## config.mk

```make
export PLATFORM = sky130hd
export DESIGN_NAME = pid_setpoint_scheduler_flat
export DESIGN_NICKNAME = d
export VERILOG_FILES = /design/src/rtl/pid_setpoint_scheduler_if.sv /design/src/rtl/pid_setpoint_scheduler.sv /design/src/flat_wrapper.sv
export SDC_FILE = /design/constraint.sdc
export NUM_CORES = 1
export LEC_CHECK = 0
export ABC_AREA = 1
export ABC_CLOCK_PERIOD_IN_PS = 5200
export CORE_ASPECT_RATIO = 1.1
export CORE_UTILIZATION = 55
export DETAILED_ROUTE_END_ITERATION = 8
export DONT_BUFFER_PORTS = 1
export GPL_ROUTABILITY_DRIVEN = 0
export HOLD_SLACK_MARGIN = 0.1
export PLACE_DENSITY = 0.7
export SYNTH_ARGS = -nofsm -noshare
export SYNTH_HDL_FRONTEND = slang
export SYNTH_SLANG_ARGS = --single-unit
export TNS_END_PERCENT = 20
```

## constraint.sdc

```tcl
create_clock -name sys_clk -period 5.2 [get_ports sys_clk]
set_input_delay 1.56 -clock sys_clk [delete_from_list [all_inputs] [get_ports sys_clk]]
set_output_delay 1.56 -clock sys_clk [all_outputs]
set_load 0.005 [all_outputs]
```

## src/rtl/pid_setpoint_scheduler_if.sv

```systemverilog
// Signal bundle between the setpoint scheduler, the incremental PID unit and the loop controls.
// master = scheduler side, slave = PID/loop environment side.
interface pid_setpoint_scheduler_if #(
    parameter int DATA_WIDTH = 16
);
    logic                  loop_enable_in;
    logic [DATA_WIDTH-1:0] target_value_in;
    logic [DATA_WIDTH-1:0] ramp_step_in;
    logic [DATA_WIDTH-1:0] detect_value_in;
    logic [DATA_WIDTH-1:0] set_value_out;
    logic [DATA_WIDTH-1:0] detect_value_out;
    logic                  pid_cal_enable_out;
    logic                  pid_cal_done_in;
    logic [DATA_WIDTH-1:0] pid_cal_value_in;
    logic [DATA_WIDTH-1:0] control_value_out;
    logic                  control_valid_out;
    logic                  tick_missed_out;
    logic                  pid_timeout_out;

    modport master (
        input  loop_enable_in, target_value_in, ramp_step_in, detect_value_in,
        input  pid_cal_done_in, pid_cal_value_in,
        output set_value_out, detect_value_out, pid_cal_enable_out,
        output control_value_out, control_valid_out, tick_missed_out, pid_timeout_out
    );

    modport slave (
        output loop_enable_in, target_value_in, ramp_step_in, detect_value_in,
        output pid_cal_done_in, pid_cal_value_in,
        input  set_value_out, detect_value_out, pid_cal_enable_out,
        input  control_value_out, control_valid_out, tick_missed_out, pid_timeout_out
    );
endinterface

```

## src/rtl/pid_setpoint_scheduler.sv

```systemverilog
// Control-tick sequencer: slews the setpoint, launches one PID calculation per tick, republishes the result.
// Optional macro PID_DONE_TIMEOUT_EN adds a WAIT_DONE timeout (pid_timeout_out); otherwise it waits forever.
//
// state     | meaning
// ----------+-----------------------------------------------------------
// IDLE      | loop off; setpoint tracks feedback for a bumpless start
// WAIT_TICK | loop on, waiting for the next control tick
// RAMP      | one clock: move setpoint toward target by at most one step
// LAUNCH    | one clock: PID enable pulse, feedback latched
// WAIT_DONE | waiting for the PID done strobe
module pid_setpoint_scheduler #(
    parameter int DATA_WIDTH  = 16,
    parameter int PERIOD_CNT  = 20000,
    parameter int TIMEOUT_CYC = 64
) (
    input logic                      sys_clk,
    input logic                      reset_n,
    pid_setpoint_scheduler_if.master bus
);
    localparam int CNT_W = (PERIOD_CNT > 2) ? $clog2(PERIOD_CNT) : 1;

    if (PERIOD_CNT < 2 || TIMEOUT_CYC < 1) begin : g_param_check
        $error("pid_setpoint_scheduler: PERIOD_CNT must be >= 2 and TIMEOUT_CYC >= 1");
    end

    typedef enum logic [4:0] {
        IDLE      = 5'b00001,
        WAIT_TICK = 5'b00010,
        RAMP      = 5'b00100,
        LAUNCH    = 5'b01000,
        WAIT_DONE = 5'b10000
    } state_t;

    state_t                state;
    logic [CNT_W-1:0]      tick_cnt;
    logic                  tick;
    logic [DATA_WIDTH-1:0] set_q;
    logic [DATA_WIDTH-1:0] detect_q;
    logic [DATA_WIDTH-1:0] ctrl_q;
    logic                  launch_q;
    logic                  valid_q;
    logic                  miss_q;
    logic [DATA_WIDTH:0]   diff;
    logic [DATA_WIDTH:0]   diff_mag;
    logic [DATA_WIDTH-1:0] ramp_next;

    assign tick = (tick_cnt == CNT_W'(PERIOD_CNT - 1));

    always_ff @(posedge sys_clk or negedge reset_n) begin
        if (!reset_n) begin
            tick_cnt <= '0;
        end else if (!bus.loop_enable_in || tick) begin
            tick_cnt <= '0;
        end else begin
            tick_cnt <= tick_cnt + 1'b1;
        end
    end

    // 17-bit difference cannot overflow; stepping toward target never overshoots it.
    assign diff      = {bus.target_value_in[DATA_WIDTH-1], bus.target_value_in}
                     - {set_q[DATA_WIDTH-1], set_q};
    assign diff_mag  = diff[DATA_WIDTH] ? (~diff + 1'b1) : diff;
    assign ramp_next = (diff_mag <= {1'b0, bus.ramp_step_in}) ? bus.target_value_in :
                       diff[DATA_WIDTH] ? (set_q - bus.ramp_step_in) : (set_q + bus.ramp_step_in);

`ifdef PID_DONE_TIMEOUT_EN
    localparam int TO_W = $clog2(TIMEOUT_CYC + 1);
    logic [TO_W-1:0] to_cnt;
    logic            timeout_q;
    assign bus.pid_timeout_out = timeout_q;
`else
    assign bus.pid_timeout_out = 1'b0;
`endif

    always_ff @(posedge sys_clk or negedge reset_n) begin
        if (!reset_n) begin
            state    <= IDLE;
            set_q    <= '0;
            detect_q <= '0;
            ctrl_q   <= '0;
            launch_q <= 1'b0;
            valid_q  <= 1'b0;
            miss_q   <= 1'b0;
`ifdef PID_DONE_TIMEOUT_EN
            to_cnt    <= '0;
            timeout_q <= 1'b0;
`endif
        end else begin
            launch_q <= 1'b0;
            valid_q  <= 1'b0;
            miss_q   <= tick && (state != WAIT_TICK);
`ifdef PID_DONE_TIMEOUT_EN
            timeout_q <= 1'b0;
`endif
            case (state)
                IDLE: begin
                    set_q <= bus.detect_value_in;
                    if (bus.loop_enable_in) state <= WAIT_TICK;
                end
                WAIT_TICK: begin
                    if (!bus.loop_enable_in) state <= IDLE;
                    else if (tick)           state <= RAMP;
                end
                RAMP: begin
                    set_q <= ramp_next;
                    if (!bus.loop_enable_in) begin
                        state <= IDLE;
                    end else begin
                        state    <= LAUNCH;
                        launch_q <= 1'b1;
                        detect_q <= bus.detect_value_in;
`ifdef PID_DONE_TIMEOUT_EN
                        to_cnt <= TO_W'(TIMEOUT_CYC - 1);
`endif
                    end
                end
                LAUNCH: state <= WAIT_DONE;
                WAIT_DONE: begin
                    // A falling enable never aborts an outstanding calculation.
                    if (bus.pid_cal_done_in) begin
                        ctrl_q  <= bus.pid_cal_value_in;
                        valid_q <= 1'b1;
                        state   <= bus.loop_enable_in ? WAIT_TICK : IDLE;
                    end
`ifdef PID_DONE_TIMEOUT_EN
                    else if (to_cnt == '0) begin
                        timeout_q <= 1'b1;
                        state     <= WAIT_TICK;
                    end else begin
                        to_cnt <= to_cnt - 1'b1;
                    end
`endif
                end
                default: state <= IDLE;
            endcase
        end
    end

    assign bus.set_value_out      = set_q;
    assign bus.detect_value_out   = detect_q;
    assign bus.pid_cal_enable_out = launch_q;
    assign bus.control_value_out  = ctrl_q;
    assign bus.control_valid_out  = valid_q;
    assign bus.tick_missed_out    = miss_q;
endmodule

```

## src/flat_wrapper.sv

```systemverilog
// flat-port wrapper written by rule: the top's interface ports become plain ports
module pid_setpoint_scheduler_flat 
#(
    parameter int DATA_WIDTH  = 16,
    parameter int PERIOD_CNT  = 20000,
    parameter int TIMEOUT_CYC = 64
)
  (sys_clk, reset_n, bus_loop_enable_in, bus_target_value_in, bus_ramp_step_in, bus_detect_value_in, bus_pid_cal_done_in, bus_pid_cal_value_in, bus_set_value_out, bus_detect_value_out, bus_pid_cal_enable_out, bus_control_value_out, bus_control_valid_out, bus_tick_missed_out, bus_pid_timeout_out);
  pid_setpoint_scheduler_if #(.DATA_WIDTH(DATA_WIDTH)) bus_i ();
  input logic sys_clk;
  input logic reset_n;
  input wire logic [$bits(bus_i.loop_enable_in)-1:0] bus_loop_enable_in;
  input wire logic [$bits(bus_i.target_value_in)-1:0] bus_target_value_in;
  input wire logic [$bits(bus_i.ramp_step_in)-1:0] bus_ramp_step_in;
  input wire logic [$bits(bus_i.detect_value_in)-1:0] bus_detect_value_in;
  input wire logic [$bits(bus_i.pid_cal_done_in)-1:0] bus_pid_cal_done_in;
  input wire logic [$bits(bus_i.pid_cal_value_in)-1:0] bus_pid_cal_value_in;
  output wire logic [$bits(bus_i.set_value_out)-1:0] bus_set_value_out;
  output wire logic [$bits(bus_i.detect_value_out)-1:0] bus_detect_value_out;
  output wire logic [$bits(bus_i.pid_cal_enable_out)-1:0] bus_pid_cal_enable_out;
  output wire logic [$bits(bus_i.control_value_out)-1:0] bus_control_value_out;
  output wire logic [$bits(bus_i.control_valid_out)-1:0] bus_control_valid_out;
  output wire logic [$bits(bus_i.tick_missed_out)-1:0] bus_tick_missed_out;
  output wire logic [$bits(bus_i.pid_timeout_out)-1:0] bus_pid_timeout_out;
  assign bus_i.loop_enable_in = bus_loop_enable_in;
  assign bus_i.target_value_in = bus_target_value_in;
  assign bus_i.ramp_step_in = bus_ramp_step_in;
  assign bus_i.detect_value_in = bus_detect_value_in;
  assign bus_i.pid_cal_done_in = bus_pid_cal_done_in;
  assign bus_i.pid_cal_value_in = bus_pid_cal_value_in;
  assign bus_set_value_out = bus_i.set_value_out;
  assign bus_detect_value_out = bus_i.detect_value_out;
  assign bus_pid_cal_enable_out = bus_i.pid_cal_enable_out;
  assign bus_control_value_out = bus_i.control_value_out;
  assign bus_control_valid_out = bus_i.control_valid_out;
  assign bus_tick_missed_out = bus_i.tick_missed_out;
  assign bus_pid_timeout_out = bus_i.pid_timeout_out;
  pid_setpoint_scheduler #(.DATA_WIDTH(DATA_WIDTH), .PERIOD_CNT(PERIOD_CNT), .TIMEOUT_CYC(TIMEOUT_CYC)) u_core (.sys_clk(sys_clk), .reset_n(reset_n), .bus(bus_i));
endmodule
```

==> results.md <==
- CP peak stage delay: 0.33 ns
- Post-synth top flop: dfrtp_1
- Clk slew on worst S/H paths: ~0.060 ns
- Sequential cell area fraction in the yosys report: roughly 29%
- Mapped Area: around 6200 um2
- Via/cell ratio: 5.44
- Ys async rst share: 100%
- I/O pins: 120
- Area Growth Syn to Fin: 11.2%
- Final Hold Fails: 0
- CTS root buf: clkbuf_16
- Worst-Margin Slew: 0.657 ns
- Max Cap Viol: 0
- CTS Sinks: 71
- Most used cell, CP: nand2_1
- Drt initial violations: roughly 370
- Port Buffer Count: 0
- Hold Path Class: reg2reg
- Crit. End Element: flop
- Synth unique cells: 46
- Initial Util: roughly 57%
- Via count: about 5900
- Post-route ant nets: 0
- CTS max path bufs: 2
- Post-cts sizing count: 0
- Crit path max fanout: 14
- Register bit count reported by yosys: between 70 and 80
- CTS tree: yes
- DP Cell Count: around 1100
- Pin count of the biggest net entering global routing: 72
- Die Y: about 110 um
- Detailed Routing Iterations Pass 1: 4
- First-pass GRT wire length: ~27 mm
- EDFF count, synth: 0
- Unrepaired setup endpoints after global routing: true
- Worst hold slack: 0.464 ns
- Outcome: complete, no violations
- Number of diodes: 0
- Worst EP required: about 5.4 ns
- All-Layer GR Usage: 28.2%
- Slew headroom: between 50% and 60%
- Worst Path Arrival: roughly 5.1 ns
- Synth warn: 0
- CP delay by family, top: simple AND/OR/NAND/NOR gates
- Clock latency on the worst-skew pair: between 0.3 and 0.4 ns
- Cells after Synth: 900
- GRT overflow: 0
- Fmax: 204 MHz
- Tcrit/Tclk final: about 94%
- Syn_area_per_cell: 6.93 um2
- DIE AREA: roughly 12000 um2
- Num CTS Buffers: 9
- Min cycle time layout: 4.90 ns
- Number of post-CTS setup repair buffers: 0
- Critical path class: in2reg
- Dpl hpwl: ~13 mm
- Non-Filler Instances: 1083
- Row cnt: 40
- Startpoint Class: input pin
- Vias in the first global route: between 5000 and 6000
- Initial antenna violation count: 0
- DR WL/cell: 15.0 um
- DRC violations left: 0
- CORE AREA: around 11000 um2
- Fin. max-slew vios: 0
- Post-Syn Nets: 1020
- Slowest cell on crit path: ha_1
- Layout cells sized above 1: about an eighth
- Hold buffers post-CTS: 0
- CTS H-tree lvls: 3
- Final Setup Violations: 0
- Worst Skew: roughly 0.011 ns
- Post-Route WL: 16.3 mm
- Setup tns final: 0 ns
- Post-layout nets: 1051
- Die width: between 100 and 150 um
- CP Buf/Inv Count: 5
==> logic make-up after synthesis <==
family	synth area share, %
compound gates	11.2
other cells	0.0601
xor+xnor	6.02
simple gates	33.6
fa+ha+maj	10.7
buf+inv	9.97
flops	28.5
==> per-layer routing <==
| layer | routed length, um | track usage, % |
|---|---|---|
| met1 | 6770 | 32.6 |
| met2 | 8130 | 51.2 |
| met3 | 878 | 4.80 |
| met4 | 494 | 13.2 |
| met5 | 0 | 0 |
==> sequential cells by signal (all words and copies together), names as in the netlist <==
| signal | flops |
|---|---|
| u_core.bus.tick_missed_out | 1 |
| u_core.bus.control_valid_out | 1 |
| u_core.tick_cnt | 15 |
| u_core.bus.detect_value_out | 16 |
| u_core.bus.set_value_out | 16 |
| u_core.bus.control_value_out | 16 |
| u_core.state | 5 |
| u_core.bus.pid_cal_enable_out | 1 |
==> synthesized netlist by cell type (4+ instances only) <==
| library cell | number | area share (%) |
|---|---|---|
| a21oi_2 | 13 | 1.8 |
| inv_1 | 138 | 8.3 |
| nor2_2 | 4 | 0.40 |
| nand3b_1 | 8 | 0.96 |
| o21ai_0 | 35 | 2.8 |
| nor3_1 | 8 | 0.64 |
| a21oi_1 | 46 | 3.7 |
| inv_2 | 5 | 0.30 |
| nand2_2 | 5 | 0.50 |
| nand2_1 | 272 | 16 |
| xnor2_1 | 11 | 1.5 |
| nand3_2 | 22 | 3.5 |
| ha_1 | 50 | 10 |
| nand4_1 | 10 | 1.0 |
| nor2_1 | 70 | 4.2 |
| nor4_1 | 4 | 0.40 |
| xor2_1 | 30 | 4.2 |
| clkbuf_1 | 6 | 0.36 |
| dfrtp_1 | 70 | 28 |
| a31oi_1 | 6 | 0.60 |
| nand3_1 | 44 | 3.5 |
| buf_2 | 5 | 0.40 |
==> path summary, 6_finish.rpt <==
| check | cells past startpoint | slack [ns] | from | end |
|---|---|---|---|---|
| max in group asynchronous | 0 | 4.07 | reset_n | u_core.state[0]$_DFFE_PN1P_ |
| hold reg to reg | 1 | 0.46 | u_core.tick_cnt[0]$_DFF_PN0_ | u_core.tick_cnt[0]$_DFF_PN0_ |
| min in group asynchronous | 0 | 0.91 | reset_n | u_core.bus.pid_cal_enable_out$_DFF_PN0_ |
| setup / recovery | 31 | 0.30 | bus_target_value_in[11] | u_core.bus.set_value_out[3]$_DFFE_PN0P_ |
| setup reg to reg | 32 | 0.95 | u_core.bus.set_value_out[9]$_DFFE_PN0P_ | u_core.bus.set_value_out[3]$_DFFE_PN0P_ |
| hold / removal | 1 | 0.46 | u_core.tick_cnt[0]$_DFF_PN0_ | u_core.tick_cnt[0]$_DFF_PN0_ |
==> through the flow <==
step                      cell area [um2]  utilization, %  setup slack (ns)
after floorplan                      6230               -             0.196
after CTS                            6920            63.1             0.226
after detailed placement             6590            60.1            -0.123
after global placement               6590            60.1            0.0523
final                                6940            63.3             0.297
after global routing                 6940            63.3          -0.00240
==> cells in the final DEF (no fill, tap or decap), types with 2 or more instances in the layout <==
cell type and instances:
a21oi_1 46, buf_4 32, nand4_1 10, bufinv_16 2, o21ai_0 33, inv_2 6, nand2_2 7, buf_6 2
inv_6 4, nand3_1 44, inv_1 137, o31ai_1 2, o21ai_1 5, nor2_2 5, nand3b_1 8, ha_1 50
nor4_1 4, nand3_2 22, nand2_4 3, nor2_4 3, clkbuf_16 9, xnor2_1 11, nor3_1 8, a31oi_1 6
a21o_1 2, nand2_1 271, o21a_1 2, a21boi_0 2, a21oi_2 13, xor2_1 30, nor2_1 69, fa_1 2
dfrtp_1 70
==> cell type report <==
class                      instances  area [um2]
inverter                         143         537
clock inverter                     7         103
tap                              147         184
clock buffer                       9         225
sequential                        71        1780
timing repair buffer              34         263
fill                             988        4030
multi-input combinational        672        3850
Power is left out: the tool's default activity adds up to more than one toggle a clock period on the data nets, which glitch-free logic cannot reach.
==> variant 1, RTL diff (same flow settings) <==
Add a define of `PID_DONE_TIMEOUT_EN`.
--- a/src/rtl/pid_setpoint_scheduler.sv
+++ b/src/rtl/pid_setpoint_scheduler.sv
@@ -10,2 +10,4 @@
 // WAIT_DONE | waiting for the PID done strobe
+`define PID_DONE_TIMEOUT_EN
+
 module pid_setpoint_scheduler #(
Behaviour: no difference found for any inputs over 10 cycles, from zero or initial values and one cycle with reset_n low; that may be too few to reach the edited logic, so the function may still have changed.
==> variant 1 against the unedited design <==
Cell count rose by 2.3%; sequential cell count rose by 8; die area rose by 7.2%; worst setup slack got worse by 10 ps; final area rose by 4.7%; highest routed layer unchanged; largest cell class unchanged; area after synthesis rose by 7.3%; routed wire length fell by 0.94%.
==> variant 1: results (changes against the unedited design) <==
Critical path
  – CP startpoint: bus_target_value_in[0] (was bus_target_value_in[11])
  – CP arrival: 5130 ps (was 5110 ps)
  – Worst path slowest cell: fa_2 (was ha_1)
  – Worst r2r src: u_core.bus.set_value_out[0]$_DFFE_PN0P_ (was u_core.bus.set_value_out[9]$_DFFE_PN0P_)
  – R2R setup slack: 1060 ps (was 950 ps)
  – Worst reg-to-reg path cell count: 25 (was 32)
  – Reg2reg end: u_core.bus.set_value_out[2]$_DFFE_PN0P_ (was u_core.bus.set_value_out[3]$_DFFE_PN0P_)
  – Worst Path Max Fanout: 9 (was 14)

Synthesis
  – Post-synth top cells: nand2_1 (238), inv_1 (144), dfrtp_1 (78), nor2_1 (78), nand3_1 (53) (was nand2_1 (272), inv_1 (138), dfrtp_1 (70), nor2_1 (70), ha_1 (50))
  – Netlist cell types: 47 (was 46)
  – Post-Syn Nets: 1061 (was 1020)
  – Seq/Total Area, Yosys: 29.6% (was 28.5%)

Global route
  – Met2 usage: 46.5% (was 51.2%)
  – GRT Total Usage: 26.5% (was 28.2%)
  – Met1 Use GR: 32.3% (was 32.6%)
  – First-pass GRT wire length: 26600 µm (was 26500 µm)
  – Largest net degree at the start of global routing: 80 (was 72)
  – Vias in the first global route: 5783 (was 5816)
  – Routing usage on met3: 4.15% (was 4.80%)

Hold path
  – Hold Crit Start: u_core.tick_cnt[14]$_DFF_PN0_ (was u_core.tick_cnt[0]$_DFF_PN0_)
  – Worst Hold End: u_core.tick_cnt[14]$_DFF_PN0_ (was u_core.tick_cnt[0]$_DFF_PN0_)

Layout
  – Share of layout cells above drive strength 1: 12.6% (was 12.3%)
  – Fillers: 1096 (was 988)

Timing
  – Setup ws final: 287 ps (was 297 ps)
  – Worst slew pin tran: 650 ps (was 657 ps)
  – Worst Skew: 5.41 ps (was 11.3 ps)

Route
  – Met1 Routed Length: 6880 µm (was 6770 µm)
  – Met2 wire len: 8030 µm (was 8130 µm)
  – Starting DRT DRC Count: 304 (was 374)
  – Via count: 5858 (was 5889)
  – Routed len/inst: 14.5 µm (was 15.0 µm)

Run status
  – Outcome: completed (unchanged)
[variant 1: timing repair]
action	4_1_cts	5_1_grt
buffers inserted	0	2
resized for setup	0	9
endpoints found under the setup margin	0	16
[variant 1: area by class of cell]
cell class | count | area share [%]
repair buffers | 18 | 1.96
clock buffers | 11 | 3.48
clock inverters | 5 | 0.879
multi-input cells | 695 | 56.1
flip-flops and latches | 79 | 27.2
well taps | 150 | 2.58
inverters | 150 | 7.75
[variant 1: kinds of logic after synthesis]
family | Yosys count | share of synthesized area (%)
xor+xnor | 44 | 5.76
compound gates | 123 | 10.6
simple gates | 474 | 33.6
fa+ha+maj | 54 | 10.3
buf+inv | 165 | 10.2
flops | 79 | 29.6
[variant 1: through the flow]
step                util [%]  std cells  cell area, µm²  total power (µW)  hold slack, ps
finish                  62.4       1108            7260              5760             465
global route            62.4       1108            7260              6350             490
CTS                     61.9       1106            7210              5670             469
detailed placement      59.2       1090            6890              4990             461
global placement        59.2       1090            6890              4940             455
floorplan                  -        939            6690              4110             433
==> variant 2, RTL diff (config.mk and constraints unchanged) <==
Without the edit above. The 5 states of `state_t` get a binary encoding in 3 bits.
--- a/src/rtl/pid_setpoint_scheduler.sv
+++ b/src/rtl/pid_setpoint_scheduler.sv
@@ -25,8 +25,8 @@
 
-    typedef enum logic [4:0] {
-        IDLE      = 5'b00001,
-        WAIT_TICK = 5'b00010,
-        RAMP      = 5'b00100,
-        LAUNCH    = 5'b01000,
-        WAIT_DONE = 5'b10000
+    typedef enum logic [2:0] {
+        IDLE      = 3'd0,
+        WAIT_TICK = 3'd1,
+        RAMP      = 3'd2,
+        LAUNCH    = 3'd3,
+        WAIT_DONE = 3'd4
     } state_t;
Check against the original RTL: same outputs for any inputs over 10 cycles, from zero or initial values and one cycle with reset_n low; not proved beyond that.
==> variant 2 against the unedited design <==
Area after synthesis fell by 3.0%; non-clock buffer count grew 6; global-route usage up 2.8 points; first-iteration DRC count down 4.3%; routed wire length rose by 6.3%; worst setup slack lost 94 ps; final area fell by 1.9%; die area is 2.9% lower; sequential cell count shrank 2.
Power is not shown: default switching activity piles up to over one toggle a cycle in this logic, so the estimate is an artifact.
==> variant 2: results (changes against the unedited design) <==
Route
  – Drt drc: 0 (unchanged)
  – Starting DRT DRC Count: 358 (was 374)
  – Vias/cell: 5.48 (was 5.44)
  – First-pass DRT Iterations: 5 (was 4)
  – Routed len/inst: 15.9 µm (was 15.0 µm)

Critical path
  – Worst r2r src: u_core.bus.set_value_out[0]$_DFFE_PN0P_ (was u_core.bus.set_value_out[9]$_DFFE_PN0P_)
  – R2R setup slack: 950 ps (about the same)
  – CP endpoint: u_core.bus.set_value_out[10]$_DFFE_PN0P_ (was u_core.bus.set_value_out[3]$_DFFE_PN0P_)
  – Worst reg-to-reg path cell count: 25 (was 32)
  – Worst Path Max Fanout: 14 (unchanged)
  – CP arrival: 5210 ps (was 5110 ps)
  – CP startpoint: bus_target_value_in[0] (was bus_target_value_in[11])
  – Worst path slowest cell: fa_2 (was ha_1)
  – Slowest stage delay, CP: 380 ps (was 330 ps)

Global route
  – Largest net degree at the start of global routing: 70 (was 72)
  – Vias in the first global route: 5785 (was 5816)
  – First-pass GRT wire length: 27200 µm (was 26500 µm)
  – Initial antenna violation count: 0 (unchanged)
  – GRT Total Usage: 31.0% (was 28.2%)
  – Total congestion overflow: 0 (unchanged)

Clocking
  – Max H-tree Level: 3 (unchanged)
  – CTS clk-pin slew, worst paths: 50 ps
  – Clk_lat worst skew: approximately 330 ps
  – Clock buffer depth: 2 (unchanged)
  – Num CTS Buffers: 9 (unchanged)
  – Root buf cell: clkbuf_16 (unchanged)

Hold path
  – Hold Crit Start: u_core.tick_cnt[0]$_DFF_PN0_ (unchanged)
  – Worst Hold End: u_core.tick_cnt[0]$_DFF_PN0_ (unchanged)
  – Hold WC Path Type: flip-flop to flip-flop (unchanged)
  – Cells on Worst Hold Path: 1 (unchanged)

Synthesis
  – Seq/Total Area, Yosys: 28.5% (about the same)
  – Post-synth top cells: nand2_1 (280), inv_1 (143), nor2_1 (72) (was nand2_1 (272), inv_1 (138), dfrtp_1 (70), nor2_1 (70), ha_1 (50))
  – Post-Syn Nets: 1026 (was 1020)
  – Async S/R FF share, synth: 100% (unchanged)
  – Number of flops mapped to enable cells by yosys: 0 (unchanged)
  – Synth warn: 0 (unchanged)
  – Area contributors post-synth: dfrtp_1 (29%), nand2_1 (17%), ha_1 (10%), inv_1 (8.9%), nand3_1 (5.9%) (was dfrtp_1 (28%), nand2_1 (16%), ha_1 (10%), inv_1 (8.3%), nor2_1 (4.2%))
  – Netlist cell types: 42 (was 46)

Layout
  – Antenna cells: 0 (unchanged)
  – Total Nets Final: 1062 (was 1051)
  – Fillers: 978 (was 988)
  – Share of layout cells above drive strength 1: 9.95% (was 12.3%)

Run status
  – Outcome: completed (unchanged)

Timing
  – Max_slew headroom: 30.8% (was 56.1%)
  – Max Freq: 200 MHz (was 204 MHz)
  – Fin. Hold Viols: 0 (unchanged)
  – Worst Skew: 4.99 ps (was 11.3 ps)

Placed design
  – Post-DP HPWL: 14000 µm (was 13200 µm)
  – Number of port buffers: 0 (unchanged)
  – Place WS: -165 ps (was -123 ps)
## variant 2: metal layers
metal  vias to the layer above  GRT usage, %  wire [µm]  share of wire, %
met5                         -             0          0                 0
met4                         0          11.0        510               2.9
met3                        40          8.41       1160               6.7
met2                       201          54.6       8660                50
met1                      2769          35.5       6980                40
li1                       2948             -          -                 -
## variant 2: stage by stage
stage	hold WS [ps]	util [%]	instances	cell area, µm²
finish	465	64.6	1088	6800
global route	489	64.6	1088	6800
CTS	462	63.8	1085	6720
detailed placement	455	61.1	1071	6440
global placement	452	61.1	1071	6440
floorplan	433	-	906	6050
## variant 2: cell type report
class | count | area share (%)
clock buffers | 9 | 3.31
clock inverters | 5 | 0.791
inverters | 146 | 8.11
multi-input cells | 676 | 55.0
flip-flops and latches | 69 | 25.4
well taps | 143 | 2.63
repair buffers | 40 | 4.74
## variant 2: cells by family (layout without fill, tap and decap cells)
group                    Yosys count  count (layout)  share of synthesized area, %
AO/OA/AOI/OAI                    107             107                          10.4
XOR/XNOR                          46              46                          6.79
adder cells (fa/ha/maj)           52              52                          11.0
buffers and inverters            161             200                          10.5
flip-flops                        69              69                          28.5
other                              1               1                        0.0620
AND/OR/NAND/NOR                  470             470                          32.7
## variant 2: critical path: cells and delay by family
kind / cells / cell delay [ps]
AO/OA/AOI/OAI: 1 / 50
XOR/XNOR: 2 / 400
buffers and inverters: 5 / 460
AND/OR/NAND/NOR: 15 / 1860
adder cells (fa/ha/maj): 3 / 880
## variant 2: what timing repair did
action / CTS / global route
endpoints found under the setup margin: 0 / 16
setup buffers: 0 / 3
gates resized for setup: 0 / 17
